$ cat config.mk
export PLATFORM = sky130hd
export DESIGN_NAME = fc_score_writer
export DESIGN_NICKNAME = d
export VERILOG_FILES = /design/src/rtl/cnn_pkg.sv /design/src/rtl/fc_mac_datapath.sv /design/src/rtl/fc_score_writer.sv
export SDC_FILE = /design/constraint.sdc
export NUM_CORES = 1
export LEC_CHECK = 0
export ABC_AREA = 1
export BUFFER_PORTS_ARGS = -buffer_cell sky130_fd_sc_hd__buf_4
export CORE_MARGIN = 5
export CORE_UTILIZATION = 50
export CTS_BUF_LIST = sky130_fd_sc_hd__clkbuf_8
export DETAILED_ROUTE_END_ITERATION = 12
export PLACE_DENSITY = 0.68
export SETUP_SLACK_MARGIN = 0.2
export SKIP_CTS_REPAIR_TIMING = 1
export SYNTH_ARGS = -nofsm -noshare
export SYNTH_HDL_FRONTEND = slang
export SYNTH_SLANG_ARGS = --single-unit
$ cat constraint.sdc
create_clock -name clk -period 5.55 [get_ports clk]
set_input_delay 0 -clock clk [delete_from_list [all_inputs] [get_ports clk]]
set_output_delay 0 -clock clk [all_outputs]
set_load 0.03 [all_outputs]
$ cat src/rtl/cnn_pkg.sv
// Shared constants and state encoding for the CNN output stages.
package cnn_pkg;

    localparam int N_OUT       = 10;     // class scores, digits 0-9
    localparam int DATA_W      = 8;      // activation / weight / score width
    localparam int SCORE_AW    = 10;     // score memory address width
    localparam int FEAT_AW     = 10;     // activation memory address width
    localparam int SCORE_DEPTH = N_OUT;  // score words read back by the argmax stage

    // FC2 controller states
    typedef enum logic [3:0] {
        FC_IDLE      = 4'd0,
        FC_READ_REQ  = 4'd1,
        FC_WAIT_MEM  = 4'd2,
        FC_MAC       = 4'd3,
        FC_BIAS_REQ  = 4'd4,
        FC_BIAS_WAIT = 4'd5,
        FC_BIAS_ADD  = 4'd6,
        FC_WRITE     = 4'd7,
        FC_FINISH    = 4'd8
    } fc_state_e;

    // First weight ROM word of neuron n: each row holds n_in weights plus one bias.
    function automatic int row_base(input int n, input int n_in);
        return n * (n_in + 1);
    endfunction

endpackage

$ cat src/rtl/fc_mac_datapath.sv
// FC2 accumulator: unsigned-by-signed MAC, pre-scaled bias add, and
// requantization of the accumulator to a saturated 8-bit unsigned score.
module fc_mac_datapath
    import cnn_pkg::*;
#(
    parameter int ACC_W = 24,
    parameter int SHIFT = 7
) (
    input  logic              clk,
    input  logic              rst,
    input  logic              clear_i,
    input  logic              mac_i,
    input  logic              bias_add_i,
    input  logic [DATA_W-1:0] feat_data_i,
    input  logic [DATA_W-1:0] w_data_i,
    output logic [DATA_W-1:0] score_o
);

    // Unsigned 8-bit times signed 8-bit always fits in 17 signed bits.
    localparam int PROD_W = 2 * DATA_W + 1;

    logic signed [PROD_W-1:0] feat_s;
    logic signed [PROD_W-1:0] w_s;
    logic signed [PROD_W-1:0] prod;
    logic signed [ACC_W-1:0]  mac_term;
    logic signed [ACC_W-1:0]  bias_term;
    logic signed [ACC_W-1:0]  acc_q;
    logic signed [ACC_W-1:0]  acc_d;
    logic signed [ACC_W-1:0]  shifted;

    assign feat_s    = {{(PROD_W - DATA_W){1'b0}}, feat_data_i};
    assign w_s       = {{(PROD_W - DATA_W){w_data_i[DATA_W-1]}}, w_data_i};
    assign prod      = feat_s * w_s;
    assign mac_term  = {{(ACC_W - PROD_W){prod[PROD_W-1]}}, prod};
    // Bias lives at the same scale as the requantized score, so lift it by SHIFT.
    assign bias_term = {{(ACC_W - DATA_W - SHIFT){w_data_i[DATA_W-1]}}, w_data_i, {SHIFT{1'b0}}};

    // Accumulator next value: clear wins, then MAC, then bias add.
    always_comb begin
        // NOTE: give every combinational output a default first so no latch is inferred.
        acc_d = acc_q;
        if (clear_i) begin
            acc_d = '0;
        end else if (mac_i) begin
            acc_d = acc_q + mac_term;
        end else if (bias_add_i) begin
            acc_d = acc_q + bias_term;
        end
    end

    // Accumulator register with synchronous reset.
    always_ff @(posedge clk) begin
        // NOTE: sequential state uses <= so every register samples pre-edge values.
        if (rst) begin
            acc_q <= '0;
        end else begin
            acc_q <= acc_d;
        end
    end

    // Arithmetic shift floors toward minus infinity; clamp into 0..255.
    assign shifted = acc_q >>> SHIFT;

    // Saturating conversion of the shifted accumulator to an unsigned byte.
    always_comb begin
        score_o = shifted[DATA_W-1:0];
        if (shifted[ACC_W-1]) begin
            score_o = '0;
        end else if (|shifted[ACC_W-2:DATA_W]) begin
            score_o = '1;
        end
    end

endmodule

$ cat src/rtl/fc_score_writer.sv
// FC2 output engine: walks the weight ROM row by row, accumulates ten class
// scores and writes them to score memory addresses 0..9, then raises done.
module fc_score_writer
    import cnn_pkg::*;
#(
    parameter int N_IN  = 32,
    parameter int SHIFT = 7,
    parameter int ACC_W = 24,
    parameter int W_AW  = 10
) (
    input  logic                clk,
    input  logic                rst,
    input  logic                start,
    output logic [FEAT_AW-1:0]  feat_addr,
    input  logic [DATA_W-1:0]   feat_data,
    output logic [W_AW-1:0]     w_addr,
    input  logic [DATA_W-1:0]   w_data,
    output logic                wr_en,
    output logic [SCORE_AW-1:0] wr_addr,
    output logic [DATA_W-1:0]   wr_data,
    output logic                done
);

    localparam int I_W = (N_IN > 1) ? $clog2(N_IN) : 1;
    localparam int N_W = $clog2(N_OUT);

    fc_state_e           state_q, state_d;
    logic [N_W-1:0]      n_q, n_d;
    logic [I_W-1:0]      i_q, i_d;
    logic [FEAT_AW-1:0]  feat_addr_q, feat_addr_d;
    logic [W_AW-1:0]     w_addr_q, w_addr_d;
    logic                wr_en_q, wr_en_d;
    logic [SCORE_AW-1:0] wr_addr_q, wr_addr_d;
    logic [DATA_W-1:0]   wr_data_q, wr_data_d;
    logic                done_q, done_d;

    logic                acc_clear, acc_mac, acc_bias;
    logic [DATA_W-1:0]   score;
    logic [W_AW-1:0]     w_base;

    assign w_base = W_AW'(row_base(int'(n_q), N_IN));

    fc_mac_datapath #(
        .ACC_W (ACC_W),
        .SHIFT (SHIFT)
    ) u_datapath (
        .clk         (clk),
        .rst         (rst),
        .clear_i     (acc_clear),
        .mac_i       (acc_mac),
        .bias_add_i  (acc_bias),
        .feat_data_i (feat_data),
        .w_data_i    (w_data),
        .score_o     (score)
    );

    // Next-state, counters, registered outputs and datapath controls.
    always_comb begin
        state_d     = state_q;
        n_d         = n_q;
        i_d         = i_q;
        feat_addr_d = feat_addr_q;
        w_addr_d    = w_addr_q;
        wr_en_d     = 1'b0;
        wr_addr_d   = wr_addr_q;
        wr_data_d   = wr_data_q;
        done_d      = done_q;
        acc_clear   = 1'b0;
        acc_mac     = 1'b0;
        acc_bias    = 1'b0;

        case (state_q)
            FC_IDLE: begin
                done_d = 1'b0;
                if (start) begin
                    n_d       = '0;
                    i_d       = '0;
                    acc_clear = 1'b1;
                    state_d   = FC_READ_REQ;
                end
            end
            FC_READ_REQ: begin
                feat_addr_d = FEAT_AW'(i_q);
                w_addr_d    = w_base + W_AW'(i_q);
                state_d     = FC_WAIT_MEM;
            end
            FC_WAIT_MEM: begin
                state_d = FC_MAC;
            end
            FC_MAC: begin
                acc_mac = 1'b1;
                if (i_q == I_W'(N_IN - 1)) begin
                    state_d = FC_BIAS_REQ;
                end else begin
                    i_d     = i_q + I_W'(1);
                    state_d = FC_READ_REQ;
                end
            end
            FC_BIAS_REQ: begin
                w_addr_d = w_base + W_AW'(N_IN);
                state_d  = FC_BIAS_WAIT;
            end
            FC_BIAS_WAIT: begin
                state_d = FC_BIAS_ADD;
            end
            FC_BIAS_ADD: begin
                acc_bias = 1'b1;
                state_d  = FC_WRITE;
            end
            FC_WRITE: begin
                wr_data_d = score;
                wr_addr_d = SCORE_AW'(n_q);
                wr_en_d   = 1'b1;
                acc_clear = 1'b1;
                i_d       = '0;
                if (n_q == N_W'(N_OUT - 1)) begin
                    state_d = FC_FINISH;
                end else begin
                    n_d     = n_q + N_W'(1);
                    state_d = FC_READ_REQ;
                end
            end
            FC_FINISH: begin
                done_d = 1'b1;
                if (!start) begin
                    state_d = FC_IDLE;
                end
            end
            default: begin
                state_d = FC_IDLE;
            end
        endcase
    end

    // State, counters and output registers with synchronous reset.
    always_ff @(posedge clk) begin
        if (rst) begin
            state_q     <= FC_IDLE;
            n_q         <= '0;
            i_q         <= '0;
            feat_addr_q <= '0;
            w_addr_q    <= '0;
            wr_en_q     <= 1'b0;
            wr_addr_q   <= '0;
            wr_data_q   <= '0;
            done_q      <= 1'b0;
        end else begin
            state_q     <= state_d;
            n_q         <= n_d;
            i_q         <= i_d;
            feat_addr_q <= feat_addr_d;
            w_addr_q    <= w_addr_d;
            wr_en_q     <= wr_en_d;
            wr_addr_q   <= wr_addr_d;
            wr_data_q   <= wr_data_d;
            done_q      <= done_d;
        end
    end

    assign feat_addr = feat_addr_q;
    assign w_addr    = w_addr_q;
    assign wr_en     = wr_en_q;
    assign wr_addr   = wr_addr_q;
    assign wr_data   = wr_data_q;
    assign done      = done_q;

endmodule

Yosys cells after proc, flatten, opt, wreduce, memory -nomap -nowiden
Cells that the tools add are included.
Word-level totals
  bits in registers: 66
  bits in latches: 0
  RAM bits: 0
  ROM bits: 0
  input bits: 19
  output and inout port bits: 40
  word-level logic and storage cells: 65
  memories kept: 0
Operators by class
  $add $sub $neg: 6
  multiply operators: 2
  divide/modulo/power cells: 0
  order comparisons: 0
  equality and inequality tests: 14
  shifts and indexed selects: 0
  multiplexer cells: 22
  bitwise gates (word level): 0
  reduce and logical (&&, ||, !) cells: 11
Operators by type and width (number)
  2-to-1 mux 24 bit: 2
  one-hot mux 4 bit (9 select lines): 1
  adder 24 x 15 -> 24 bit: 1
  adder 24 x 17 -> 24 bit: 1
  2-to-1 mux 4 bit: 5
  one-hot mux 10 bit (2 select lines): 1
  multiplier 9 x 8 -> 17 bit: 1
  == test 4 x 3 -> 1 bit, second input constant: 4
  2-to-1 mux 8 bit: 2
  one-hot mux 5 bit (3 select lines): 1
  adder 10 x 5 -> 10 bit: 1
  adder 10 x 6 -> 10 bit, second input constant: 1
  multiplier 4 x 6 -> 10 bit, second input constant: 1
  2-to-1 mux 5 bit: 2
  OR reduction 9 bit: 1
  == test 4 x 2 -> 1 bit, second input constant: 2
  == test 4 bit, second input constant: 2
  inequality test 2 bit, second input constant: 4
  one-hot mux 4 bit (2 select lines): 1
  nonzero test 2 bit: 4
  AND reduction 3 bit: 2
  adder 5 x 1 -> 5 bit, second input constant: 1
  == test 5 bit, second input constant: 1
  adder 4 x 1 -> 4 bit, second input constant: 1
  other kinds (8): 12

Logic depth before layout (Yosys ltp)
Gate-level depths: netlist (run 1).
  word-level depth: 4
  depth in mapped cells: 24
  depth with buffers taken out: 23

Modules after synthesis
A second synthesis (run 1) with hierarchy kept.
Second synthesis, totals
  cells, all modules: 1101
  area, all modules: 7634.8 sq um
Modules (own cells, without submodules)
  fc_mac_datapath: times used 1, cells each 817, area an instance 5560.3 sq um, seq. area each 480.5 sq um
  fc_score_writer: times used 1, cells each 284, area an instance 2074.5 sq um, seq. area each 840.8 sq um

Worst setup path before layout (run 1)
Ideal clock, no wire load.
  path kind: input to register
  from: input port w_data[7]
  to: register u_datapath.acc_q[21]
  library setup time: 109 ps
  arrival: 4251 ps
  required time: 5441 ps
  setup slack: 1190 ps
  stages: 22
  path buffers: 0
  path through: clkinv_1 or2_2 fa_1 fa_1 inv_1 fa_1 fa_1 fa_1 ha_1 nand2_1 inv_1 nand2_1 nand2_1 nand2_1 nand3_1 nand2_1 nand2_1 nand2_1 nand3_1 nand3_1 nand2_1 inv_1
On the way
  longest elaborated chain between the ends: 3
  elaborated cells between the ends (all ways): 5
  those cells by class: 2 x add/sub; 1 x mul; 2 x mux
RTL lines
  from (decl): line fc_score_writer.sv:17  | input logic [DATA_W-1:0] w_data,
  multiplier 9 x 8 -> 17 bit or adder 24 x 15 -> 24 bit (tied branches): line fc_mac_datapath.sv:33, fc_mac_datapath.sv:47
  adder 24 x 17 -> 24 bit or 2-to-1 mux 24 bit (tied branches): line fc_mac_datapath.sv:45, fc_mac_datapath.sv:46
  2-to-1 mux 24 bit (*): line fc_mac_datapath.sv:44  | end else if (mac_i) begin
  to (signal assigned): line fc_mac_datapath.sv:55  | acc_q <= '0;
  to (signal assigned): line fc_mac_datapath.sv:57  | acc_q <= acc_d;
  to (decl): line fc_mac_datapath.sv:27  | logic signed [ACC_W-1:0] acc_q;
Mark *: on every way between the ends. The rest lies on a longest branch, timed or not. The select of a mux whose other input is x is not followed.
A chain may end at the register's enable or synchronous reset.

Worst setup path in the final report (run 1)
  from: register u_datapath.acc_q[6]
  to: register u_datapath.acc_q[17]
On the way
  longest elaborated chain between the ends: 3
  elaborated cells between the ends (all ways): 4
  those cells by class: 2 x add/sub; 2 x mux
RTL lines
  adder 24 x 15 -> 24 bit: line fc_mac_datapath.sv:47  | acc_d = acc_q + bias_term;
  2-to-1 mux 24 bit: line fc_mac_datapath.sv:46  | end else if (bias_add_i) begin
  2-to-1 mux 24 bit (*): line fc_mac_datapath.sv:44
Marked as above.

==> summary.txt, run 1 <==
Floorplanning
  • Die Area: 17700 um^2
  • Row cnt: 45
  • I/O pin total: 59
  • Die W: 133 um
  • Core ar.: 15000 um^2
  • Die Ht: 133 um
  • Starting Density: 50.4%

Status
  • Run status: finished clean

Critical path
  • Most used cell, CP: nand2_1
  • Crit path max fanout: 5
  • WP buf/inv: 5
  • Critical path cell sequence: inv_1 > fa_1 > inv_1 > fa_1 > inv_1 > fa_1 > inv_1 > fa_1 > fa_1 > ha_1 > nand2_1 > inv_1 > nand2_1 > nand2_1 > nand2_1 > nand3_1 > nand2_1 > nand2_1 > nand2_1 > nand3_1 > a21oi_2
  • Slowest Stage Delay on Critical Path: 0.53 ns
  • Worst EP required: 5.84 ns
  • R2r setup slk: 1.21 ns
  • Critical Path Sink Type: register
  • Critical Path Start Type: register
  • CP max-delay cell: fa_1
  • Worst Path Class, Setup: reg2reg
  • Worst EP arrival: 4.64 ns
  • Crit path max-delay family: adder cells

Timing
  • Min Tclk post-route: 4.34 ns
  • Setup TNS: 0 ns
  • # setup viols final: 0
  • RSZ-0062 raised after global routing: no
  • Final Hold Viols: 0
  • Maximum clock frequency: 230 MHz
  • Worst Skew: 0.0115 ns
  • Final-report max-slew violation count: 0
  • Slew headroom: 50.2%
  • Worst slew pin tran: 0.747 ns
  • Period utilization: 78.2%
  • Crit path setup slack, layout: 1.21 ns

Final layout
  • Final #Nets: 1281
  • # diodes: 0
  • Seq. cell area: 1320 um^2
  • Multi-input logic area: 5270 um^2
  • Utilization after layout: 55.1%
  • Final instance area: 8280 um^2
  • Non-Filler Instances: 1303
  • P&R area growth vs syn: 9.22%
  • Layout cell share with drive strength beyond 1: 10.7%
  • Fillcell total: 1478

Min path
  • Hold WC Path Type: in2reg

Placed design
  • Pre-CTS setup slack: 0.988 ns
  • Post-placement cell area: 8010 um^2
  • Gpl congestion: 0.903
  • Port Buf Inserts: 47
  • Dpl cells: 1285
  • Dpl hpwl: 15200 um

Logic synthesis
  • Post-synthesis compound-gate area fraction: 11.1%
  • Synth cell count leaders: 259 x nand2_1, 196 x inv_1, 92 x ha_1, 68 x a21oi_1, 66 x dfxtp_1
  • Synth area leader: dfxtp_1
  • Mux cell area share after synthesis: 0%
  • Adder-Cell Fraction of Synth Area: 31.0%
  • Share of the synthesized area in the top cell type: 17.4%
  • Top post-synthesis cells by area: dfxtp_1 17%, fa_1 16%, ha_1 15%
  • Ys Warns: 0
  • Synth Instances: 1076
  • Synthesis-stage register bit count: 66
  • Synth cell types: 49
  • Count leader, synth: nand2_1
  • Largest family of logic cells by synthesized area: adder cells
  • Sequential area share after synthesis: 17.4%
  • Post-Synth XOR/XNOR Area: 0.924%
  • Simple-gate share of the synthesized area: 26.0%
  • FFs w/ async S/R, synth: 0%
  • Predominant post-synthesis flop cell: dfxtp_1
  • Post-synth EDFFs: 0
  • Syn avg cell area: 7.05 um^2
  • Cell Area, Synth: 7580 um^2

CTS
  • Clk root buf: clkbuf_8
  • Clock-pin slew on the worst setup and hold paths: 0.08 ns
  • Clk sinks: 66
  • Num CTS Buffers: 9
  • Clk Latency, worst-skew pair: 0.35 ns
  • H-tree depth: 3
  • TritonCTS clock tree: built
  • Deepest clock path buffer count: 2

Detailed routing
  • Vias: 6733
  • Met1 WL: 9070 um
  • DR iter-0 viols: 411
  • DR vias/cell: 5.17
  • Top routing layer used: met4
  • WL met2: 8270 um
  • Met3 wire length: 1170 um
  • Final ANT Viol Nets: 0
  • Drt wl/cell: 14.5 um
  • Total Wirelength: 18800 um
  • TritonRoute pass-1 iters: 7
  • DRC: 0

Global route
  • First-pass GRT wire length: 32100 um
  • Initial antenna violation count: 0
  • Gr ovfl total: 0
  • Largest net degree at the start of global routing: 29
  • Total GRT Usage: 21.9%
  • Number of global-route vias before repair: 6530

Run
  • Max_cap viols: 0

Power and ir drop
  • Leakage: 4.53 nW
  • Max VDD drop: 0.195 mV
  • PwrDens: 254 nW/um^2
final timing paths:
| check | depth (start not counted) | startpoint | endpoint |
|---|---|---|---|
| setup / recovery | 21 | u_datapath.acc_q[6] | u_datapath.acc_q[17] |
| hold / removal | 6 | feat_data[0] | u_datapath.acc_q[0] |
| setup reg to reg | 21 | u_datapath.acc_q[6] | u_datapath.acc_q[17] |
| hold reg to reg | 2 | u_datapath.acc_q[6] | u_datapath.acc_q[6] |
sequential cells by signal, indices dropped and copies added (netlist names):
signal / cells
state_q: 4
feat_addr: 5
wr_data: 8
done: 1
i_q: 5
u_datapath.acc_q: 24
n_q: 4
w_addr: 10
wr_addr: 4
wr_en: 1
per-layer routing:
layer	vias up	track usage, %
li1	3434	-
met1	3094	32.2
met2	181	34.2
met3	24	3.13
met4	0	5.26
met5	-	0
tightest hold or removal path, cell delays in order:
cell	delay (ns)
buf_4	0.14
nand2_1	0.06
inv_1	0.05
ha_1	0.11
nand2_1	0.04
a21oi_1	0.12
per-stage QoR:
step	hold slack, ns	power (mW)
2_1_floorplan	0.165	1.35
3_3_place_gp	0.320	1.57
3_5_place_dp	0.329	1.58
4_1_cts	-0.0442	2.11
5_1_grt	0.273	2.30
6_report	0.213	2.10
logic make-up after synthesis:
kind of cell	count (synthesis)
AOI/OAI and AO/OA	151
xor gates and xnor gates	8
adders and majority gates	152
buffers and inverters	252
DFF	66
other	1
and+or+nand+nor	446
cell type report:
class / count / share of cell area [%]
tap: 188 / 2.84
clock buffer: 10 / 1.66
inverter: 213 / 9.76
timing repair buffer: 52 / 4.77
clock inverter: 6 / 1.36
sequential: 66 / 16.0
multi-input combinational: 768 / 63.7
power by group:
part | internal, mW | total (mW) | switching (mW)
combinational | 0.388 | 1.07 | 0.687
sequential | 0.490 | 0.510 | 0.0198
clock | 0.312 | 0.518 | 0.206
layout by cell type (no fill, tap or decap), types with 4 or more instances in the layout:
master and count:
o21ai_0 34, nand4_1 8, clkbuf_8 10, a21oi_2 4
o21bai_1 4, a21oi_1 68, nand3b_1 6, o21ai_2 4
nor2_1 61, nor3_1 15, inv_2 13, xor2_1 4
dfxtp_1 66, nand2_2 4, ha_1 92, nor2_2 4
conb_1 11, xnor2_1 4, o21ai_1 19, buf_4 50
inv_1 196, fa_1 60, or2_2 7, nor2_4 6
nand3_1 64, a31oi_1 7, nand2_1 259, a211oi_1 4
Power figures use the tool's default switching activity.
==> run 2: changes to the inputs <==
==> constraint.sdc (replaced) <==
create_clock -name clk -period 4.4 [get_ports clk]
set_input_delay 0 -clock clk [delete_from_list [all_inputs] [get_ports clk]]
set_output_delay 0 -clock clk [all_outputs]
set_load 0.03 [all_outputs]
==> summary.txt, run 2 (same netlist as run 1, synthesis figures left out) <==
Status
  • Run status: finished clean (unchanged)

Critical path
  • Worst EP arrival: 4.41 ns (was 4.64 ns)
  • Critical Path Start Type: register (unchanged)
  • CP max-delay cell: fa_2 (was fa_1)
  • Worst Path Class, Setup: reg2reg (unchanged)
  • Critical path cell sequence: inv_2 > fa_1 > inv_1 > fa_1 > fa_1 > fa_2 > fa_2 > ha_4 > buf_4 > nand3_2 > nand3_4 > nand4_1 > nand3_1 > nand2_1 > nand3_2 > nand3_1 > nand2_1 > inv_1 (was inv_1 > fa_1 > inv_1 > fa_1 > inv_1 > fa_1 > inv_1 > fa_1 > fa_1 > ha_1 > nand2_1 > inv_1 > nand2_1 > nand2_1 > nand2_1 > nand3_1 > nand2_1 > nand2_1 > nand2_1 > nand3_1 > a21oi_2)
  • Critical Path Sink Type: register (unchanged)
  • R2r setup slk: 0.25 ns (was 1.21 ns)
  • Crit path max fanout: 4 (was 5)
  • Slowest Stage Delay on Critical Path: 0.61 ns (was 0.53 ns)
  • Most used cell, CP: fa_1 (was nand2_1)
  • Worst EP required: 4.66 ns (was 5.84 ns)

CTS
  • Clk Latency, worst-skew pair: 0.35 ns (about the same)
  • Clk sinks: 66 (unchanged)
  • Deepest clock path buffer count: 2 (unchanged)
  • Num CTS Buffers: 9 (unchanged)
  • Clock-pin slew on the worst setup and hold paths: 0.08 ns (about the same)
  • TritonCTS clock tree: built (unchanged)
  • H-tree depth: 3 (unchanged)
  • Clk root buf: clkbuf_8 (unchanged)

Final layout
  • Biggest register: u_datapath.acc_q (unchanged)
  • P&R area growth vs syn: 12.9% (was 9.22%)
  • # diodes: 0 (unchanged)
  • Layout cell share with drive strength beyond 1: 16.0% (was 10.7%)
  • Multi-input logic area: 5460 um^2 (was 5270 um^2)
  • Final #Nets: 1297 (was 1281)
  • Fillcell total: 1450 (was 1478)
  • Seq. cell area: 1320 um^2 (about the same)
  • Max reg flops: 24 (unchanged)
  • Most frequent cells in the layout: 251 x nand2_1, 189 x inv_1, 88 x ha_1, 66 x a21oi_1, 66 x buf_4 (was 259 x nand2_1, 196 x inv_1, 92 x ha_1, 68 x a21oi_1, 66 x dfxtp_1)
  • Final instance area: 8560 um^2 (was 8280 um^2)
  • Most common cell after layout, fill and taps aside: nand2_1 (unchanged)
  • Utilization after layout: 56.9% (was 55.1%)

Placed design
  • Port Buf Inserts: 47 (unchanged)
  • Post-placement cell area: 8120 um^2 (was 8010 um^2)
  • Pre-CTS setup slack: -0.136 ns (was 0.988 ns)
  • Dpl hpwl: 15200 um (about the same)
  • Gpl congestion: 0.959 (was 0.903)

Floorplanning
  • Core ar.: 15000 um^2 (unchanged)
  • Starting Density: 50.4% (unchanged)
  • I/O pin total: 59 (unchanged)
  • Die Ht: 133 um (unchanged)
  • Die Area: 17700 um^2 (unchanged)
  • Die W: 133 um (unchanged)
  • Row cnt: 45 (unchanged)

Global route
  • Gr ovfl total: 0 (unchanged)
  • Number of global-route vias before repair: 6432 (was 6530)
  • Total GRT Usage: 21.7% (was 21.9%)
  • Largest net degree at the start of global routing: 29 (unchanged)
  • Initial antenna violation count: 0 (unchanged)
  • First-pass GRT wire length: 31400 um (was 32100 um)

Timing
  • Crit path setup slack, layout: 0.253 ns (was 1.21 ns)
  • Final Hold Viols: 0 (unchanged)
  • # setup viols final: 0 (unchanged)
  • Maximum clock frequency: 241 MHz (was 230 MHz)
  • RSZ-0062 raised after global routing: yes (was no)
  • Slew headroom: 53.7% (was 50.2%)
  • Period utilization: 94.2% (was 78.2%)
  • Final-report max-slew violation count: 0 (unchanged)
  • Hold WS: 0.233 ns (was 0.213 ns)
  • Worst slew pin tran: 0.693 ns (was 0.747 ns)
  • Min Tclk post-route: 4.15 ns (was 4.34 ns)
  • Worst Skew: 0.0102 ns (was 0.0115 ns)

Detailed routing
  • Total Wirelength: 19200 um (was 18800 um)
  • DR iter-0 viols: 544 (was 411)
  • DR vias/cell: 5.23 (was 5.17)
  • Drt wl/cell: 14.5 um (about the same)
  • Final ANT Viol Nets: 0 (unchanged)
  • DRC: 0 (unchanged)
  • Vias: 6897 (was 6733)
  • TritonRoute pass-1 iters: 5 (was 7)

Power and ir drop
  • PwrDens: 343 nW/um^2 (was 254 nW/um^2)
  • Max VDD drop: 0.182 mV (was 0.195 mV)
  • Leakage: 4.62 nW (was 4.53 nW)

Min path
  • Hold WC Path Type: in2reg (unchanged)

Run
  • Max_cap viols: 0 (unchanged)
## run 2: final cells by class
| cell class | count | share of cell area (%) |
|---|---|---|
| flip-flops and latches | 66 | 15.5 |
| inverters | 213 | 9.47 |
| repair buffers | 68 | 6.02 |
| multi-input cells | 768 | 63.8 |
| clock inverters | 7 | 1.10 |
| well taps | 188 | 2.75 |
| clock buffers | 9 | 1.45 |
## run 2: power breakdown
group	switching, mW	internal (mW)	leakage (nW)
sequential	0.0244	0.619	0.535
combinational	1.02	0.697	3.97
clock	0.262	0.319	0.111
total	1.30	1.63	4.62
## run 2: worst max-delay path: cells and delay by family (launching register included)
kind / cells / cell delay (ns)
fa+ha+maj: 6 / 2.66
simple gates: 8 / 0.76
flops: 1 / 0.34
buf+inv: 4 / 0.28
## run 2: through the flow
stage	TNS [ns]	total power, mW	cells
floorplan	0	1.72	1086
global placement	-0.0546	2.09	1298
detailed placement	-0.885	2.11	1298
CTS	0	2.70	1314
global route	0	3.18	1319
finish	0	2.94	1319
## run 2: layer usage
layer / wire [um] / part of all wire [%] / track usage (%) / up-vias
met3: 1260 / 6.6 / 2.95 / 30
met4: 312 / 1.6 / 4.86 / 0
li1: - / - / - / 3464
met1: 9060 / 47 / 32.3 / 3199
met2: 8540 / 45 / 33.4 / 204
met5: 0 / 0 / 0 / -
## run 2: final timing paths
kind,startpoint,to,cells past startpoint
worst max-delay path,u_datapath.acc_q[6],u_datapath.acc_q[16],18
worst min-delay path,w_data[0],u_datapath.acc_q[0],6
worst max register to register,u_datapath.acc_q[6],u_datapath.acc_q[16],18
worst min register to register,u_datapath.acc_q[4],u_datapath.acc_q[4],2
==> run 3: changes to the inputs <==
--- a/config.mk
+++ b/config.mk
@@ -7,11 +7,13 @@
 export LEC_CHECK = 0
 export ABC_AREA = 1
 export BUFFER_PORTS_ARGS = -buffer_cell sky130_fd_sc_hd__buf_4
+export CELL_PAD_IN_SITES_DETAIL_PLACEMENT = 2
+export CELL_PAD_IN_SITES_GLOBAL_PLACEMENT = 2
 export CORE_MARGIN = 5
-export CORE_UTILIZATION = 50
+export CORE_UTILIZATION = 36
 export CTS_BUF_LIST = sky130_fd_sc_hd__clkbuf_8
 export DETAILED_ROUTE_END_ITERATION = 12
-export PLACE_DENSITY = 0.68
+export PLACE_DENSITY_LB_ADDON = 0.1
 export SETUP_SLACK_MARGIN = 0.2
 export SKIP_CTS_REPAIR_TIMING = 1
 export SYNTH_ARGS = -nofsm -noshare
==> constraint.sdc (replaced) <==
create_clock -name clk -period 4.4 [get_ports clk]
set_input_delay 0.44 -clock clk [delete_from_list [all_inputs] [get_ports clk]]
set_output_delay 0.44 -clock clk [all_outputs]
set_load 0.03 [all_outputs]
==> summary.txt, run 3 (same netlist as run 1, synthesis figures left out) <==
Critical path
  • Worst EP arrival: 4.70 ns (was 4.41 ns)
  • Critical path cell sequence: buf_12 > inv_8 > or2_4 > fa_1 > fa_1 > inv_2 > fa_1 > fa_1 > fa_1 > ha_4 > nand2_1 > inv_2 > nand2_1 > nand2_1 > nand2_2 > nand3_4 > nand2_2 > nand2_1 > nand2_1 > nand3_2 > nand3_2 > nand2_1 > inv_1 (was inv_2 > fa_1 > inv_1 > fa_1 > fa_1 > fa_2 > fa_2 > ha_4 > buf_4 > nand3_2 > nand3_4 > nand4_1 > nand3_1 > nand2_1 > nand3_2 > nand3_1 > nand2_1 > inv_1)
  • Worst Reg-to-Reg Cells: 23 (was 18)
  • Worst EP required: 4.68 ns (was 4.66 ns)
  • CP max-delay cell: fa_1 (was fa_2)
  • Critical Path Sink Type: register (unchanged)
  • RR Startpoint: u_datapath.acc_q[6] (unchanged)
  • CP startpoint: w_data[7] (was u_datapath.acc_q[6])
  • Critical Path Start Type: input port (was register)
  • Most used cell, CP: nand2_1 (was fa_1)
  • Slowest Stage Delay on Critical Path: 0.56 ns (was 0.61 ns)
  • Crit path max fanout: 8 (was 4)
  • Worst Path Class, Setup: in2reg (was reg2reg)

Final layout
  • Layout cell share with drive strength beyond 1: 20.8% (was 16.0%)
  • Most frequent cells in the layout: 244 x nand2_1, 191 x inv_1, 99 x buf_4, 83 x ha_1, 64 x dfxtp_1 (was 251 x nand2_1, 189 x inv_1, 88 x ha_1, 66 x a21oi_1, 66 x buf_4)
  • Seq. cell area: 1320 um^2 (unchanged)
  • Fillcell total: 2510 (was 1450)
  • # diodes: 0 (unchanged)
  • Max reg flops: 24 (unchanged)
  • Multi-input logic area: 5610 um^2 (was 5460 um^2)
  • Most common cell after layout, fill and taps aside: nand2_1 (unchanged)
  • P&R area growth vs syn: 20.2% (was 12.9%)
  • Final #Nets: 1332 (was 1297)
  • Utilization after layout: 43.6% (was 56.9%)
  • Biggest register: u_datapath.acc_q (unchanged)

Detailed routing
  • Met3 wire length: 463 um (was 1260 um)
  • Total Wirelength: 27600 um (was 19200 um)
  • DR vias/cell: 5.06 (was 5.23)
  • Final ANT Viol Nets: 0 (unchanged)
  • Vias: 7293 (was 6897)
  • Top routing layer used: met4 (unchanged)
  • DRC: 0 (unchanged)
  • DR iter-0 viols: 203 (was 544)
  • Drt wl/cell: 19.2 um (was 14.5 um)
  • Met1 WL: 11700 um (was 9060 um)
  • TritonRoute pass-1 iters: 4 (was 5)
  • WL met2: 15000 um (was 8540 um)

Timing
  • Min Tclk post-route: 4.42 ns (was 4.15 ns)
  • RSZ-0062 raised after global routing: yes (unchanged)
  • Period utilization: 101% (was 94.2%)
  • # setup viols final: 1 (was 0)
  • Maximum clock frequency: 226 MHz (was 241 MHz)
  • Crit path setup slack, layout: -0.0232 ns (was 0.253 ns)
  • Final-report max-slew violation count: 0 (unchanged)
  • Worst Skew: 0.0119 ns (was 0.0102 ns)
  • Hold WS: 0.408 ns (was 0.233 ns)
  • Worst slew pin tran: 0.736 ns (was 0.693 ns)
  • Slew headroom: 50.9% (was 53.7%)
  • Setup TNS: -0.0232 ns (was 0 ns)
  • Final Hold Viols: 0 (unchanged)

Run
  • Max_cap viols: 0 (unchanged)

Global route
  • Total GRT Usage: 22.7% (was 21.7%)
  • Number of global-route vias before repair: 8026 (was 6432)
  • Largest net degree at the start of global routing: 29 (unchanged)
  • First-pass GRT wire length: 43200 um (was 31400 um)
  • Gr ovfl total: 0 (unchanged)
  • Initial antenna violation count: 0 (unchanged)

Placed design
  • Port Buf Inserts: 47 (unchanged)
  • Gpl congestion: 0.804 (was 0.959)
  • Dpl hpwl: 22300 um (was 15200 um)
  • Pre-CTS setup slack: -0.490 ns (was -0.136 ns)

Power and ir drop
  • Reg power frac: 18.4% (was 21.9%)
  • Leakage: 4.81 nW (was 4.62 nW)
  • Max VDD drop: 0.196 mV (was 0.182 mV)
  • Internal power: 1.89 mW (was 1.63 mW)
  • Logic pwr share: 64.0% (was 58.3%)
  • Sw power: 1.61 mW (was 1.30 mW)
  • Clock share of power: 17.6% (was 19.8%)
  • PwrDens: 383 nW/um^2 (was 343 nW/um^2)
  • Switch share: 46.0% (was 44.4%)

CTS
  • Deepest clock path buffer count: 2 (unchanged)
  • Num CTS Buffers: 9 (unchanged)
  • Clock-pin slew on the worst setup and hold paths: 0.08 ns (about the same)
  • Clk sinks: 66 (unchanged)
  • Clk Latency, worst-skew pair: 0.37 ns (was 0.35 ns)
  • Clk root buf: clkbuf_8 (unchanged)
  • TritonCTS clock tree: built (unchanged)
  • H-tree depth: 3 (unchanged)

Min path
  • Hold wc startpoint: start (was w_data[0])
  • Hold WC Path Type: in2reg (unchanged)
  • WHS Path Cells: 3 (was 6)

Floorplanning
  • I/O pin total: 59 (unchanged)
  • Die Area: 24100 um^2 (was 17700 um^2)
  • Core ar.: 20900 um^2 (was 15000 um^2)
  • Row cnt: 53 (was 45)
  • Die W: 155 um (was 133 um)
  • Starting Density: 36.3% (was 50.4%)
  • Die Ht: 155 um (was 133 um)

Status
  • Failing checks: negative setup slack
  • Run status: finished, violations left (was finished clean)
run 3: cell count changes in the layout (fill, tap and decap cells not counted), moves of 3 or more:
| cell | change |
|---|---|
| nand2_2 | +7 |
| a21oi_2 | +6 |
| nand3_1 | -3 |
| nand3_2 | +3 |
| inv_2 | -3 |
| ha_1 | -5 |
| ha_4 | +4 |
| buf_6 | +3 |
| a21oi_1 | -8 |
| buf_4 | +33 |
| nand2_1 | -7 |
run 3: layout make-up:
cell class              instances  area share, %
multi-input cells             768           61.5
flip-flops and latches         66           14.5
inverters                     213           8.95
repair buffers                103           8.74
well taps                     275           3.77
clock buffers                  10           1.51
clock inverters                 6          0.988
run 3: per-stage QoR:
stage	area, um^2	power, mW	cells
final	9110	3.50	1441
after global routing	9110	3.76	1441
after CTS	8790	3.11	1438
after detailed placement	8560	2.48	1422
after global placement	8560	2.41	1422
after floorplan	7710	1.79	1086
run 3: worst paths after layout:
check	endpoint	slack, ns
max reg2reg	u_datapath.acc_q[22]	0.05
min	state_q[3]	0.41
min reg2reg	u_datapath.acc_q[6]	0.47
max	u_datapath.acc_q[22]	-0.02
run 3: per-layer routing:
metal  track usage [%]  vias up
met5                 0        -
met4              4.71        0
met3              2.42       30
met2              42.7       70
met1              27.8     3669
li1                  -     3524
run 3: worst max-delay path: cells and delay by family:
family / cells / cell delay (ns)
and+or+nand+nor: 12 / 1.13
buffers and inverters: 5 / 0.32
adders and majority gates: 6 / 2.79
run 3: power groups by stage:
stage / Sequential (mW) / Clock, mW / Combinational (mW)
floorplan: 0.668 / 0 / 1.12
global placement: 0.656 / 0 / 1.75
detailed placement: 0.657 / 0 / 1.82
CTS: 0.644 / 0.629 / 1.84
global route: 0.647 / 0.654 / 2.46
finish: 0.643 / 0.614 / 2.24
